## src/rtl/fpu_result_queue.sv

```systemverilog
// fpu_result_queue: canonicalizes and classifies FP add/sub results, buffers them
// in a small FIFO for register-file writeback and keeps sticky status flags.
module fpu_result_queue #(
    parameter int unsigned DEPTH = 4,
    parameter int unsigned TAG_W = 5
) (
    input  logic                     clk,
    input  logic                     rstn,
    input  logic                     in_valid,
    output logic                     in_ready,
    input  logic [31:0]              in_y,
    input  logic                     in_ovf,
    input  logic [TAG_W-1:0]         in_tag,
    output logic                     out_valid,
    input  logic                     out_ready,
    output logic [31:0]              out_data,
    output logic [TAG_W-1:0]         out_tag,
    output logic [9:0]               out_cls,
    output logic [$clog2(DEPTH):0]   count,
    input  logic                     flags_clr,
    output logic                     flag_of,
    output logic                     flag_nv
);

    localparam int unsigned PW = $clog2(DEPTH);
    localparam int unsigned CW = PW + 1;
    localparam logic [CW-1:0] DEPTH_CNT = CW'(DEPTH);

    logic [31:0]      mem_data [DEPTH];
    logic [TAG_W-1:0] mem_tag  [DEPTH];
    logic [9:0]       mem_cls  [DEPTH];

    logic [PW-1:0] wptr;
    logic [PW-1:0] rptr;

    logic          push;
    logic          pop;

    logic          sgn;
    logic [7:0]    ex;
    logic [22:0]   mt;
    logic          exp_max;
    logic          exp_zero;
    logic          man_zero;
    logic          is_nan;
    logic [31:0]   in_data;
    logic [9:0]    in_cls;

    assign sgn      = in_y[31];
    assign ex       = in_y[30:23];
    assign mt       = in_y[22:0];
    assign exp_max  = &ex;
    assign exp_zero = ~|ex;
    assign man_zero = ~|mt;
    assign is_nan   = exp_max && !man_zero;

    // Handshake: in_ready looks only at registered occupancy, no full-queue pass-through.
    assign in_ready  = rstn && (count < DEPTH_CNT);
    assign push      = in_valid && in_ready;
    assign out_valid = (count != '0);
    assign pop       = out_valid && out_ready;

    // Write-path transform: canonical data and one-hot class for the incoming result.
    always_comb begin
        in_data = in_y;
        in_cls  = '0;
        if (in_ovf) begin
            in_data = {sgn, 8'hFF, 23'b0};
            in_cls  = sgn ? 10'h001 : 10'h080;
        end else if (is_nan) begin
            in_data = 32'h7FC0_0000;
            in_cls  = mt[22] ? 10'h200 : 10'h100;
        end else if (exp_max) begin
            in_cls  = sgn ? 10'h001 : 10'h080;
        end else if (exp_zero && man_zero) begin
            in_cls  = sgn ? 10'h008 : 10'h010;
        end else if (exp_zero) begin
            in_cls  = sgn ? 10'h004 : 10'h020;
        end else begin
            in_cls  = sgn ? 10'h002 : 10'h040;
        end
    end

    // Entry storage: written on push only, deliberately not reset.
    always_ff @(posedge clk) begin
        if (push) begin
            mem_data[wptr] <= in_data;
            mem_tag[wptr]  <= in_tag;
            mem_cls[wptr]  <= in_cls;
        end
    end

    // Pointers, occupancy and sticky flags; a setting push beats flags_clr.
    always_ff @(posedge clk) begin
        if (!rstn) begin
            wptr    <= '0;
            rptr    <= '0;
            count   <= '0;
            flag_of <= 1'b0;
            flag_nv <= 1'b0;
        end else begin
            if (push) wptr <= wptr + PW'(1);
            if (pop)  rptr <= rptr + PW'(1);
            case ({push, pop})
                2'b10:   count <= count + CW'(1);
                2'b01:   count <= count - CW'(1);
                default: count <= count;
            endcase
            flag_of <= (flag_of && !flags_clr) || (push && in_ovf);
            flag_nv <= (flag_nv && !flags_clr) || (push && is_nan);
        end
    end

    // Read mux: head entry, zeroed while the queue is empty.
    always_comb begin
        out_data = '0;
        out_tag  = '0;
        out_cls  = '0;
        if (out_valid) begin
            out_data = mem_data[rptr];
            out_tag  = mem_tag[rptr];
            out_cls  = mem_cls[rptr];
        end
    end

endmodule

```

## config.mk

```make
export PLATFORM = sky130hd
export DESIGN_NAME = fpu_result_queue
export DESIGN_NICKNAME = d
export VERILOG_FILES = /design/src/rtl/fpu_result_queue.sv
export SDC_FILE = /design/constraint.sdc
export NUM_CORES = 1
export LEC_CHECK = 0
export CORE_AREA = 2 2 154 156
export CTS_CLUSTER_DIAMETER = 50
export DETAILED_ROUTE_END_ITERATION = 8
export DIE_AREA = 0 0 156 158
export REMOVE_ABC_BUFFERS = 1
export SYNTH_ARGS = -nofsm -noshare
export SYNTH_HDL_FRONTEND = slang
export SYNTH_SLANG_ARGS = --single-unit
```

## constraint.sdc

```tcl
create_clock -name clk -period 5.45 [get_ports clk]
set_input_delay 0.545 -clock clk [delete_from_list [all_inputs] [get_ports clk]]
set_output_delay 0.545 -clock clk [all_outputs]
set_load 0.01 [all_outputs]
```

==> run_results.csv <==
group,metric,value,unit
yosys,synth_compound_area_frac,0.0102,
sta,finalHoldWorstSlack,0.520,ns
global_routing,via_count_of_the_first_global_routing_pass,4527,
setup_path,critical_path_class,"flop to primary output",
finish,layout_commonest_cell,"edfxtp_1",
setup_path,critical-path-slowest-cell,"dfxtp_4",
yosys,ys_async_sr_fraction,0,
global_routing,groute.usage.overall,0.140,
yosys,netlist-cell-type-count,38,
yosys,syn-mean-instance-area,19.4,µm²
floorplan,placementRows,56,
placement,placed_wire_length_estimate,9.40,mm
sta,fmaxAchievable,0.299,GHz
detailed_routing,detail_route.first_pass.iterations,5,
yosys,synth-edff-count,188,
pwr,power_density,422,nW/µm²
global_routing,antenna_found_initial,0,
finish,fillerInstances,2002,
floorplan,core_area,23100,µm²
global_routing,globalRouteOverflowTotal,0,
finish,nets,569,
setup_path,worst-path-max-fanout,47,
pwr,power_frac_clock,0.279,
floorplan,design.portCount,97,
yosys,synth_seq_area_share,0.716,
clock_tree,clock_sink_count,199,
detailed_routing,wl_per_cell,19.9,µm
finish,mostFrequentLayoutCells,"edfxtp_1, clkdlybuf4s50_1, and2_1",
sta,setup_viol_count_final,0,
placement,gpl_congestion,0.677,
yosys,cell_area_after_technology_mapping,8200,µm²
clock_tree,clock_tree.buffer_depth,2,
yosys,xor_xnor_share_of_the_synthesized_area,0.00534,
sta,number_of_pins_exceeding_their_max_slew_limit_in_the_final_report,0,
detailed_routing,drcViolationCount,0,
setup_path,timing.critical_path.required,4.91,ns
sta,rsz0062_at_grt,"false",
worst_hold_path,min-delay-path-class,"flop to flop",
sta,period_minus_ws_final,3.34,ns
pwr,flop_pwr_share,0.446,
pwr,power_consumption,4.22,mW
finish,instances_no_fill,823,
global_routing,grt_max_degree,51,
pwr,power_leakage,3.12,nW
detailed_routing,route.antenna.remaining_nets,0,
yosys,synth_ff_type,"edfxtp_1",
clock_tree,clk_latency,0.43,ns
pwr,p_int,3.05,mW
sta,final.period_utilization,0.613,
global_routing,grt_first_pass_wirelength,25.4,mm
setup_path,critical_path.cell_chain,"mux4_2 -> and2_1 -> clkdlybuf4s50_1",
yosys,main_combinational_cell_family_by_area_after_synthesis,"multiplexers",
floorplan,die_area,24600,µm²
floorplan,floorplan.die.width,156,µm
floorplan,dieHeight,158,µm
pwr,ir_drop,0.376,mV
finish,flow.area_growth_from_synthesis,22.1,%
flow_run,max_cap_viol_count,0,
floorplan,start_util,0.356,
clock_tree,post_cts_hold_buffer_count,0,
detailed_routing,routed_wirelength,16.4,mm
clock_tree,cts_setup_buffers,0,
sta,report.final.hold_viol_count,0,
sta,finalClockSkew,0.0120,ns
placement,total_placed_cells_including_tap_cells,791,
pwr,netSwitchingFraction,0.277,
detailed_routing,vias,4162,
sta,maxSlewHeadroom,0.318,
yosys,synth_simple_gate_area_share,0.111,
clock_tree,cts_inserted_buffers,17,
clock_tree,cts_repair_resize_count,0,
yosys,syn_inst_count,423,
setup_path,timing.critical_path.arrival,2.80,ns
sta,max_slew.worst_pin.slew,1.02,ns
yosys,post_synth_mux_area_share,0.129,
sta,setup_tns,0,ns
run_status,outcome,"finished clean",
yosys,adder_and_majority_cell_fraction_of_the_synthesized_area,0.0101,
setup_path,crit_path_max_incr_delay,1.00,ns
setup_path,setup.worst_path.end_class,"primary output",
detailed_routing,vias_per_std_cell,5.06,
yosys,synthesis.yosys.warnings,0,
setup_path,worst_setup_path_start_kind,"flop",
finish,antennaDiodeCount,0,
clock_tree,cts_tree,"done",
clock_tree,clkTransAtPathRegs,0.07,ns
placement,port_buffers,96,
finish,drive_above_1_share,0.238,
pwr,portion_of_total_power_attributed_to_combinational_logic,0.275,
clock_tree,clock_tree.root_cell,"clkbuf_16",
clock_tree,clock_tree.htree_level_count,4,
pwr,switching_power,1.17,mW
yosys,ys_ff_latch,199,
detailed_routing,initialDrtViolationCount,194,
==> per-layer routing <==
layer	track usage	vias up	routed length [µm]
li1	-	1871	-
met1	0.178	2169	7110
met2	0.237	102	8300
met3	0.0304	20	710
met4	0.0520	0	250
met5	0	-	0
==> power by group through the flow <==
stage          clock network, mW  logic [mW]  registers [mW]
2_1_floorplan                  0       0.611            1.90
3_3_place_gp                   0        1.17            1.92
3_5_place_dp                   0        1.19            1.93
4_1_cts                     1.21        1.19            1.89
5_1_grt                     1.27        1.26            1.91
6_report                    1.18        1.16            1.88
==> path summary, 6_finish.rpt <==
path / cells after the start / to / slack, ns / from
setup / recovery: 3 / out_cls[4] / 2.11 / flop
hold / removal: 2 / wptr[1] / 0.52 / wptr[1]
setup reg to reg: 8 / count[2] / 2.69 / count[0]
hold reg to reg: 2 / wptr[1] / 0.52 / wptr[1]
==> layout make-up <==
cell class	instances	area, µm²	share of cell area
tap	290	363	0.0363
inverter	6	22.5	0.00225
timing repair buffer	102	1000	0.100
multi-input combinational	194	2190	0.219
clock buffer	17	425	0.0425
sequential	199	5870	0.587
clock inverter	15	138	0.0138
==> cells by family (layout without fill, tap and decap cells) <==
kind of cell	Yosys count	count (layout)
fa+ha+maj	6	6
flops	199	199
mux	47	47
compound gates	10	10
simple gates	126	126
xor+xnor	5	5
buf+inv	30	140
==> synthesized netlist by cell type (all sizes together), types with 3 or more instances <==
library cell | number | share of area
o21ba | 3 | 0.0044
mux4 | 47 | 0.13
nor4 | 10 | 0.0076
nand4 | 3 | 0.0023
ha | 5 | 0.0076
buf | 12 | 0.0098
and2 | 53 | 0.040
inv | 6 | 0.0027
or2 | 9 | 0.0069
edfxtp | 188 | 0.69
and3 | 4 | 0.0031
xnor2 | 4 | 0.0043
nor3 | 3 | 0.0018
clkbuf | 12 | 0.0055
nor2b | 5 | 0.0038
nor4b | 3 | 0.0050
nand2 | 6 | 0.0027
dfxtp | 11 | 0.027
nor3b | 22 | 0.032
==> critical path: cells and delay by family, from the launching register on <==
kind	cells	cell delay (ns)
flip-flops	1	1.00
AND/OR/NAND/NOR	1	0.20
multiplexers	1	0.59
buffers and inverters	1	0.49
==> per-stage QoR <==
step	utilization	area, µm²	setup slack (ns)
after floorplan	-	8070	2.03
after global placement	0.410	9450	2.42
after detailed placement	0.410	9450	2.33
after CTS	0.434	10000	2.03
after global routing	0.434	10000	1.92
final	0.434	10000	2.11
==> flip-flops by register name, indices dropped and copies added, names as in the netlist, named ones only <==
register	count
mem_data	128
mem_cls	40
mem_tag	20
count	3
rptr	2
wptr	2
flag_nv	1
flag_of	1
No activity file was read; power rests on OpenSTA's default activity.
